**src/rtl/axi_stream_video_mux_n.sv**
```systemverilog
// Purpose: N-input AXI4-Stream video source selector that only changes source on frame (SOF) boundaries.
// Latency: one cycle from an accepted input beat to m_* (single output register slice).
// Backpressure: the active input sees ready only when the output slice is free; unselected inputs see DRAIN_UNSEL.
//
// Ports:
//   axi_clk_i, axi_rstn_i        : stream clock, synchronous active-low reset
//   sel_i                        : requested source; codes >= NUM_IN turn the output off
//   s_tdata/tvalid/tuser/tlast_i : NUM_IN packed input streams (stream k at [k*DW +: DW])
//   s_tready_o                   : per-input ready
//   m_tdata/tvalid/tuser/tlast_o : registered output stream, m_tready_i is its ready
//   active_sel_o                 : source currently locked
//   switch_pending_o             : a requested source change has not taken effect yet
//   frames_o, dropped_o          : optional statistics, present only when VIDEO_MUX_STATS_EN is defined
module axi_stream_video_mux_n #(
  parameter int NUM_IN      = 4,
  parameter int DW          = 32,
  parameter int SEL_W       = $clog2(NUM_IN) + 1,
  parameter int DRAIN_UNSEL = 1
) (
  input  logic                 axi_clk_i,
  input  logic                 axi_rstn_i,
  input  logic [SEL_W-1:0]     sel_i,
  input  logic [NUM_IN*DW-1:0] s_tdata_i,
  input  logic [NUM_IN-1:0]    s_tvalid_i,
  input  logic [NUM_IN-1:0]    s_tuser_i,
  input  logic [NUM_IN-1:0]    s_tlast_i,
  output logic [NUM_IN-1:0]    s_tready_o,
  output logic [DW-1:0]        m_tdata_o,
  output logic                 m_tvalid_o,
  output logic                 m_tuser_o,
  output logic                 m_tlast_o,
  input  logic                 m_tready_i,
  output logic [SEL_W-1:0]     active_sel_o,
  output logic                 switch_pending_o
`ifdef VIDEO_MUX_STATS_EN
  ,
  output logic [15:0]          frames_o,
  output logic [15:0]          dropped_o
`endif
);

  typedef enum logic [1:0] {
    SYNC = 2'd0,
    PASS = 2'd1,
    OFF  = 2'd2
  } state_t;

  state_t state;

  logic          drain_level;
  logic          reg_free;
  logic          sel_off;
  logic          retarget;
  logic          switch_now;
  logic          take_sel;
  logic [SEL_W-1:0] active_next;

  logic          act_tvalid;
  logic          act_tuser;
  logic          act_tlast;
  logic [DW-1:0] act_tdata;
  logic          act_tready;
  logic          accept;
  logic          load;

  assign drain_level = (DRAIN_UNSEL != 0);
  assign reg_free    = !m_tvalid_o || m_tready_i;
  assign sel_off     = (sel_i >= SEL_W'(NUM_IN));
  assign retarget    = (sel_i != active_sel_o);

  // Select the locked input. Out-of-range codes (OFF) leave everything at 0.
  always_comb begin
    act_tvalid = 1'b0;
    act_tuser  = 1'b0;
    act_tlast  = 1'b0;
    act_tdata  = '0;
    for (int k = 0; k < NUM_IN; k++) begin
      if (active_sel_o == SEL_W'(k)) begin
        act_tvalid = s_tvalid_i[k];
        act_tuser  = s_tuser_i[k];
        act_tlast  = s_tlast_i[k];
        act_tdata  = s_tdata_i[k*DW +: DW];
      end
    end
  end

  // Only act on a registered pending flag while sel_i still disagrees, so a
  // request that bounces back to the current source never causes a switch.
  assign switch_now = (state == PASS) && switch_pending_o && retarget &&
                      act_tvalid && act_tuser;

  always_comb begin
    act_tready = 1'b0;
    case (state)
      // Pre-SOF beats are discarded freely; the SOF waits for the output slice.
      // A retarget in the same cycle takes priority, so the SOF is not taken.
      SYNC:    act_tready = act_tuser ? (reg_free && !retarget) : 1'b1;
      // A switching SOF belongs to the old source and is left on its input.
      PASS:    act_tready = (act_tuser && switch_pending_o && retarget) ? 1'b0 : reg_free;
      default: act_tready = 1'b0;
    endcase
  end

  always_comb begin
    s_tready_o = {NUM_IN{drain_level}};
    for (int k = 0; k < NUM_IN; k++) begin
      if (state != OFF && active_sel_o == SEL_W'(k)) begin
        s_tready_o[k] = act_tready;
      end
    end
  end

  assign accept = (state != OFF) && act_tvalid && act_tready;
  // In SYNC only the SOF is forwarded; everything accepted before it is dropped.
  assign load   = accept && ((state == PASS) || act_tuser);

  assign take_sel    = ((state == SYNC) && retarget) || switch_now || (state == OFF);
  assign active_next = take_sel ? sel_i : active_sel_o;

  always_ff @(posedge axi_clk_i) begin
    if (!axi_rstn_i) begin
      state            <= SYNC;
      active_sel_o     <= '0;
      switch_pending_o <= 1'b0;
      m_tvalid_o       <= 1'b0;
      m_tdata_o        <= '0;
      m_tuser_o        <= 1'b0;
      m_tlast_o        <= 1'b0;
    end else begin
      active_sel_o     <= active_next;
      // Compared against the next locked source so the flag drops on the same
      // edge that completes a switch.
      switch_pending_o <= (sel_i != active_next);

      case (state)
        SYNC: begin
          if (retarget) begin
            state <= sel_off ? OFF : SYNC;
          end else if (load) begin
            state <= PASS;
          end
        end
        PASS: begin
          if (switch_now) begin
            state <= sel_off ? OFF : SYNC;
          end
        end
        OFF: begin
          if (!sel_off) begin
            state <= SYNC;
          end
        end
        default: state <= SYNC;
      endcase

      if (load) begin
        m_tvalid_o <= 1'b1;
        m_tdata_o  <= act_tdata;
        m_tuser_o  <= act_tuser;
        m_tlast_o  <= act_tlast;
      end else if (m_tready_i) begin
        m_tvalid_o <= 1'b0;
      end
    end
  end

`ifdef VIDEO_MUX_STATS_EN
  logic sel_change;
  assign sel_change = (active_next != active_sel_o);

  always_ff @(posedge axi_clk_i) begin
    if (!axi_rstn_i) begin
      frames_o  <= '0;
      dropped_o <= '0;
    end else if (sel_change) begin
      frames_o  <= '0;
      dropped_o <= '0;
    end else begin
      if (m_tvalid_o && m_tready_i && m_tuser_o && frames_o != 16'hFFFF) begin
        frames_o <= frames_o + 16'd1;
      end
      if (accept && (state == SYNC) && !act_tuser && dropped_o != 16'hFFFF) begin
        dropped_o <= dropped_o + 16'd1;
      end
    end
  end
`endif

endmodule

```
**config.mk**
```make
export PLATFORM = sky130hd
export DESIGN_NAME = axi_stream_video_mux_n
export DESIGN_NICKNAME = d
export VERILOG_FILES = /design/src/rtl/axi_stream_video_mux_n.sv
export SDC_FILE = /design/constraint.sdc
export NUM_CORES = 1
export LEC_CHECK = 0
export CORE_MARGIN = 2
export CORE_UTILIZATION = 38
export CTS_CLUSTER_DIAMETER = 120
export DETAILED_ROUTE_END_ITERATION = 8
export PLACE_DENSITY_LB_ADDON = 0.12
export SETUP_SLACK_MARGIN = 0.5
export SLEW_MARGIN = 20
export SYNTH_ARGS = -nofsm -noshare
export SYNTH_HDL_FRONTEND = slang
export SYNTH_SLANG_ARGS = --single-unit
```
**constraint.sdc**
```tcl
create_clock -name axi_clk_i -period 4.7 [get_ports axi_clk_i]
set_input_delay 0.94 -clock axi_clk_i [delete_from_list [all_inputs] [get_ports axi_clk_i]]
set_output_delay 0.94 -clock axi_clk_i [all_outputs]
set_load 0.03 [all_outputs]
```
# ---- Yosys cells after proc, flatten, opt, wreduce, memory -nomap -nowiden
# Index checks and enable logic that the tools add are counted.
# W data, S select, Z words.
dict set report totals {
  latch_bits 0
  mem_bits_rw 0
  elab_cells 76
  ff_bits 41
  out_inout_bits 43
  mem_count 0
  input_bits 146
  mem_bits_ro 0
}
dict set report op_classes {
  n_mul 0
  n_div 0
  n_bitwise 0
  magnitude_cmp 1
  addsub 0
  mux 32
  eq_ne 11
  shift 0
  reduce_logical 25
}
# operator count
set op_table {}
lappend op_table {{$mux W32} 4}
lappend op_table {{$mux W1} 20}
lappend op_table {{$logic_and A1 B1 Y1} 15}
lappend op_table {{$mux W2} 5}
lappend op_table {{$eq A3 B2 Y1 const B} 2}
lappend op_table {{$ne A2 B2 Y1 const B} 3}
lappend op_table {{$ne A3 B3 Y1} 2}
lappend op_table {{$pmux W2 S3} 1}
lappend op_table {{$logic_or A1 B1 Y1} 4}
lappend op_table {{$eq A3 B1 Y1 const B} 1}
lappend op_table {{$ge A3 B3 Y1 const B} 1}
lappend op_table {{$logic_not A3 Y1} 1}
lappend op_table {{$mux W3} 1}
lappend op_table {{$ne A3 B3 Y1 const B} 1}
lappend op_table {{$reduce_and A3 Y1} 1}
lappend op_table {{$eq A2 B1 Y1 const B} 1}
lappend op_table {{$eq A2 B2 Y1 const B} 1}
lappend op_table {{$logic_not A1 Y1} 2}
lappend op_table {{$logic_not A2 Y1} 1}
lappend op_table {{$pmux W1 S2} 1}
lappend op_table {{$reduce_bool A2 Y1} 1}

# ---- Logic depth before layout (Yosys ltp)
# Gate-level depths: netlist of the first run.
dict set report logic_depth {
  ltp_word 14
  ltp_mapped 9
  ltp_nobuf 5
}

# ---- Least setup slack after synthesis of the first run
# No wires, ideal clock.
dict set report synth_path {
  kind {input port to output port}
  startpoint {input port s_tuser_i[3]}
  endpoint {output port s_tready_o[1]}
  arrival_ps 2014
  slack_ps 1746
  n_path_buf 0
  cell_stages 5
  required_time_ps 3760
  cell_sequence {mux2_1 a32o_1 o221ai_1 nor3b_1 nand2b_1}
}
dict set report synth_between {
  elab_chain_len 6
  word_cells_on_any_way 7
  classes_between {mux (5); reduce/logical (2)}
}
# element line
set synth_rtl {}
lappend synth_rtl {{start, declared} 25} ;# input logic [NUM_IN-1:0] s_tuser_i,
lappend synth_rtl {{$mux W1 (*)} 78} ;# if (active_sel_o == SEL_W'(k)) begin
lappend synth_rtl {{$logic_and A1 B1 Y1 (2 in a row)} 99} ;# PASS: act_tready = (act_tuser && switch_pending_o && retarget) ? 1'b0 : reg_free;
lappend synth_rtl {{$mux W1} 99}
lappend synth_rtl {{$pmux W1 S2 (*)} 94} ;# case (state)
lappend synth_rtl {{$mux W1 (*)} 107} ;# if (state != OFF && active_sel_o == SEL_W'(k)) begin
lappend synth_rtl {{end, declared} 27} ;# output logic [NUM_IN-1:0] s_tready_o,
# Mark *: on every way between the ends. The rest lies on a longest branch, timed or not.

# ---- Worst setup path in the final report of the first run
dict set report layout_path {
  startpoint {input port s_tuser_i[2]}
  endpoint {output port s_tready_o[2]}
}
dict set report layout_between {
  elab_chain_len 7
  word_cells_on_any_way 8
  classes_between {mux (6); reduce/logical (2)}
}
# element line
set layout_rtl {}
lappend layout_rtl {{$mux W1 (*) (2 in a row)} 78}
lappend layout_rtl {{$logic_and A1 B1 Y1 (2 in a row)} 99}
lappend layout_rtl {{$mux W1} 99}
lappend layout_rtl {{$pmux W1 S2 (*)} 94}
lappend layout_rtl {{$mux W1 (*)} 107}
# Marks and branches as above.

==> results of run 1 <==
[state kept, by name (all words and copies together) (netlist names)]
register	flops
m_tuser_o	1
m_tdata_o	32
m_tvalid_o	1
active_sel_o	3
state	2
switch_pending_o	1
m_tlast_o	1
[layout make-up]
cell class	count	area [sq um]	area share [%]
multi-input cells	185	1700	36.2
flip-flops and latches	41	823	17.5
clock inverters	1	30.0	0.639
inverters	2	7.51	0.160
repair buffers	195	1930	41.1
well taps	96	120	2.56
clock buffers	7	86.3	1.84
[stage by stage]
step	util (%)	instance area, sq um
5_1_grt	69.1	4700
2_1_floorplan	-	2660
3_3_place_gp	67.4	4580
6_report	69.1	4700
4_1_cts	69.1	4700
3_5_place_dp	67.4	4580
[critical path, stage by stage]
cell and delay, ns:
clkdlybuf4s50_1 0.43, mux2_4 0.27, a32o_1 0.29, o221ai_1 0.28, nor3_1 0.11, nand2_1 0.10, clkdlybuf4s50_1 0.68
[how the worst max path moves through the flow]
stage,endpoint,slack [ns],depth (start not counted)
after CTS,s_tready_o[2],0.67,7
after global routing,s_tready_o[1],0.59,7
final,s_tready_o[2],0.64,7
after floorplan,s_tready_o[1],1.75,5
after detailed placement,s_tready_o[2],0.67,7
after global placement,s_tready_o[1],0.69,7
[synth_stat cells (all sizes together), types with 2 or more instances]
| master | n | area share [%] |
|---|---|---|
| nand2 | 76 | 11 |
| dfxtp | 41 | 31 |
| mux4 | 35 | 30 |
| mux2i | 34 | 13 |
| buf | 12 | 3.4 |
| clkbuf | 12 | 1.7 |
| nand2b | 6 | 1.4 |
| nand3 | 4 | 0.75 |
| nor2 | 3 | 0.42 |
| o22ai | 3 | 0.94 |
| xnor2 | 3 | 0.99 |
| a21boi | 2 | 0.56 |
| a21oi | 2 | 0.38 |
| inv | 2 | 0.28 |
| mux2 | 2 | 0.99 |
| nand3b | 2 | 0.56 |
| o21ai | 2 | 0.38 |
[kinds of logic (layout without fill, tap and decap cells)]
family / Yosys count / in the layout
AO/OA/AOI/OAI: 14 / 14
XOR/XNOR: 3 / 3
buffers and inverters: 26 / 205
flip-flops: 41 / 41
multiplexers: 71 / 71
AND/OR/NAND/NOR: 97 / 97
[power by group]
part	total [mW]	switching, mW	internal, mW
logic	0.298	0.100	0.198
clock network	0.292	0.118	0.173
registers	0.361	0.00784	0.353
total	0.951	0.226	0.724
[routing by layer]
layer  vias up  wire (um)  share of wire, %
li1       1269          -                 -
met1      1252       2940                36
met2       131       4280                52
met3        10        879                11
met4         0        143               1.7
met5         -          0                 0
==> results.tsv, run 1 <==
metric	value	unit
status	completed	
avgSynthCellArea	10.6	sq um
whs	0.457	ns
finalPower	951	uW
setup_ws	0.635	ns
syn_area	0.00266	sq mm
pre_cts_ws	0.669	ns
reg2reg_from	active_sel_o[0]	
synth_seq_area_share	30.9	%
nFillCells	561	
fin_crit_sh	86.5	%
layout_common_cells	187 x clkdlybuf4s50_1, 76 x nand2_1, 39 x dfxtp_1	
antenna_left	0	
fin_cells	527	
synthFlopType	dfxtp_1	
fp.dieArea	0.00769	sq mm
viasPerCell	5.05	
rsz0062_at_grt	false	
synth-edff-count	0	
synth-simple-area-share	15.5	%
max-slew-margin-rel	69.0	%
grt_max_degree	46	
max_cap_viol_count	0	
clk_path_buf_depth	2	
cts_resized	0	
grt_use_met1	21.8	%
end_kind	primary output	
min-delay-start	m_tdata_o[15]	
clk_latency	0.29	ns
syn_nets	398	
fp-row-count	30	
crit_start	s_tuser_i[2]	
path_clk_slew	0.07	ns
port_buffers	188	
routed_wl	8.24	mm
cts_root_buffer	clkbuf_8	
r2r_setup_slack	2.47	ns
post_cts_buffers	0	
grtUsageMet3	8.01	%
diodes	0	
nets	576	
drive_gt1_share	12.8	%
vias	2662	
post-dp-hpwl	6.65	mm
ctsHoldBuffers	0	
die_h	87.7	um
ys_async_sr_fraction	0	%
hold_path_end	m_tdata_o[15]	
min_period	4.06	ns
crit_fanout	3	
synth_xor_area_share	0.988	%
ys_ff_latch	41	
netlist_instances	252	
setup_viol	0	
fin_worst_skew	0.0114	ns
report.final.slew_viol_count	0	
drt-initial-drc-count	67	
htreeDepth	2	
muxShareOfSynthArea	43.4	%
synth-compound-area-share	3.90	%
r2r_cells	7	
initial_core_util	39.2	%
synth_top_family_by_area	multiplexers	
grt_pass1_vias	2699	
reg2reg_to	m_tdata_o[19]	
overflow	0	
die_w	87.7	um
hold_depth	2	
cp_data_arrival_time	3.12	ns
wl_per_cell	15.6	um
mostFrequentLayoutCell	clkdlybuf4s50_1	
core	0.00679	sq mm
drcViolationCount	0	
ios	189	
p_per_area	202	mW/mm^2
area_growth	76.5	%
tritoncts	done	
startpoint_type	input port	
antenna_found_initial	0	
hold_violations	0	
critPathRequiredTime	3.76	ns
grtUsageTotal	21.0	%
synthAdderAreaFrac	0	%
holdCritPathClass	register to register	
critPathKind	input port to primary output	
p_leak	1.86	nW
busiest_layer	met2	
use_met2	38.8	%
synth_warnings	0	
grt_pass1_wl	12.5	mm
dp.cells	519	
clock_sinks	41	
max_freq	0.246	GHz
drtPass1Iterations	4	
setup_tns	0	ns
gp_congestion	0.808	
synth_cell_type_count	33	
ir_worst_vdd	0.000125	V
tightest_slew	0.465	ns
cts_buffers	5	
Note: power is estimated with default switching activity, not from simulation.
==> run 2: changes to the inputs <==
--- a/config.mk
+++ b/config.mk
@@ -6,11 +6,12 @@
 export NUM_CORES = 1
 export LEC_CHECK = 0
 export CORE_MARGIN = 2
-export CORE_UTILIZATION = 38
-export CTS_CLUSTER_DIAMETER = 120
+export CORE_UTILIZATION = 30
+export CTS_CLUSTER_DIAMETER = 50
 export DETAILED_ROUTE_END_ITERATION = 8
 export PLACE_DENSITY_LB_ADDON = 0.12
 export SETUP_SLACK_MARGIN = 0.5
+export SKIP_CTS_REPAIR_TIMING = 1
 export SLEW_MARGIN = 20
 export SYNTH_ARGS = -nofsm -noshare
 export SYNTH_HDL_FRONTEND = slang
==> results.tsv, run 2 (synthesis results as in run 1) <==
metric	value	unit	change
crit_fanout	3		unchanged
grtUsageTotal	16.9	%	was 21.0%
max-slew-margin-rel	40.5	%	was 69.0%
drt-initial-drc-count	94		was 67
cts_buffers	5		unchanged
end_kind	primary output		unchanged
die_h	98.2	um	was 87.7 um
reg2reg_to	m_tdata_o[5]		was m_tdata_o[19]
largest_register_ffs	32		unchanged
fp-row-count	34		was 30
die_w	98.2	um	was 87.7 um
post-dp-hpwl	6.48	mm	was 6.65 mm
wl_per_cell	15.4	um	was 15.6 um
initial_core_util	30.7	%	was 39.2%
fin_cells	537		was 527
setup_viol	0		unchanged
ios	189		unchanged
clk_path_buf_depth	2		unchanged
cp_data_arrival_time	3.05	ns	was 3.12 ns
drcViolationCount	0		unchanged
p_per_area	202	mW/mm^2	about the same
core	0.00868	sq mm	was 0.00679 sq mm
seqPwrFrac	38.6	%	was 38.0%
drive_gt1_share	12.6	%	was 12.8%
grt_pass1_vias	2764		was 2,699
p_int	709	uW	was 724 uW
reg_top3	m_tdata_o (32), active_sel_o (3), state (2)		unchanged
comb_power_share	30.9	%	was 31.3%
max_cap_viol_count	0		unchanged
antenna_found_initial	0		unchanged
gp_congestion	0.884		was 0.808
overflow	0		unchanged
switching_power	239	uW	was 226 uW
hold_violations	0		unchanged
diodes	0		unchanged
hold_path_end	m_tdata_o[3]		was m_tdata_o[15]
clk_latency	0.30	ns	was 0.29 ns
pre_cts_ws	0.716	ns	was 0.669 ns
report.final.slew_viol_count	0		unchanged
cts_root_buffer	clkbuf_8		unchanged
fin_area	0.00471	sq mm	was 0.00470 sq mm
antenna_left	0		unchanged
nets	574		was 576
swShare	25.2	%	was 23.8%
status	completed		unchanged
fin_crit_sh	84.9	%	was 86.5%
setup_ws	0.708	ns	was 0.635 ns
area_growth	77.0	%	was 76.5%
crit_start	s_tuser_i[0]		was s_tuser_i[2]
r2r_setup_slack	1.69	ns	was 2.47 ns
clock_sinks	41		unchanged
port_buffers	188		unchanged
drtPass1Iterations	4		unchanged
rsz0062_at_grt	false		unchanged
finalPower	949	uW	was 951 uW
fin_worst_skew	0.00712	ns	was 0.0114 ns
viasPerCell	4.88		was 5.05
grt_max_degree	46		unchanged
p_leak	1.85	nW	was 1.86 nW
grt_pass1_wl	13.1	mm	was 12.5 mm
min-delay-start	m_tdata_o[3]		was m_tdata_o[15]
dp.cells	529		was 519
mostFrequentLayoutCell	clkdlybuf4s50_1		unchanged
tritoncts	done		unchanged
critPathKind	input port to primary output		unchanged
nFillCells	814		was 561
ir_worst_vdd	0.000106	V	was 0.000125 V
reg2reg_from	active_sel_o[1]		was active_sel_o[0]
tightest_slew	0.887	ns	was 0.465 ns
startpoint_type	input port		unchanged
path_clk_slew	0.08	ns	was 0.07 ns
fp.dieArea	0.00964	sq mm	was 0.00769 sq mm
htreeDepth	2		unchanged
p_clk_share	30.4	%	was 30.7%
register_area	823	sq um	unchanged
routed_wl	8.28	mm	was 8.24 mm
max_freq	0.250	GHz	was 0.246 GHz
holdCritPathClass	register to register		unchanged
vias	2623		was 2,662
layout_common_cells	187 x clkdlybuf4s50_1, 76 x nand2_1, 39 x dfxtp_1		unchanged
critPathRequiredTime	3.76	ns	about the same
multi_input_area	0.00170	sq mm	unchanged
placed_cell_area	0.00459	sq mm	was 0.00458 sq mm
hold_depth	2		unchanged
largest-register	m_tdata_o		unchanged
setup_tns	0	ns	unchanged
r2r_cells	6		was 7
min_period	3.99	ns	was 4.06 ns
## run 2: per-layer routing
layer / GRT usage, % / vias up / share of wire, %
met1: 19.1 / 1242 / 39
met2: 31.5 / 117 / 52
met3: 4.94 / 6 / 7.9
met4: 3.48 / 0 / 0.91
met5: 0 / - / 0
li1: - / 1258 / -
## run 2: worst max path at each step
stage | endpoint | slack, ns | cells past startpoint
finish | s_tready_o[1] | 0.71 | 7
global route | s_tready_o[1] | 0.56 | 7
CTS | s_tready_o[1] | 0.72 | 7
detailed placement | s_tready_o[1] | 0.72 | 7
global placement | s_tready_o[3] | 0.75 | 7
floorplan | s_tready_o[1] | 1.75 | 5
## run 2: critical path, cell delays in order
cell	delay, ns
clkdlybuf4s50_1	0.43
mux2_4	0.28
a32o_1	0.30
o221ai_1	0.24
nor3b_1	0.10
nand2b_1	0.09
clkdlybuf4s50_1	0.67
## run 2: area by class of cell
cell class                      count  area share, %
Timing Repair Buffer              193           40.9
Clock buffer                        5           1.46
Inverter                            2          0.159
Tap cell                          108           2.87
Sequential cell                    41           17.5
Clock inverter                      3          0.984
Multi-Input combinational cell    185           36.1
## run 2: stage by stage
step	utilization, %	hold slack (ns)
2_1_floorplan	-	0.468
3_3_place_gp	52.9	0.444
6_report	54.2	0.461
5_1_grt	54.2	0.481
3_5_place_dp	52.9	0.453
4_1_cts	54.2	0.465
## run 2: power by group through the flow
| stage | clock network (mW) | registers, mW | logic (mW) |
|---|---|---|---|
| 6_report | 0.289 | 0.366 | 0.293 |
| 5_1_grt | 0.311 | 0.369 | 0.316 |
| 4_1_cts | 0.297 | 0.367 | 0.298 |
| 3_5_place_dp | 0 | 0.375 | 0.296 |
| 3_3_place_gp | 0 | 0.375 | 0.294 |
| 2_1_floorplan | 0 | 0.375 | 0.142 |
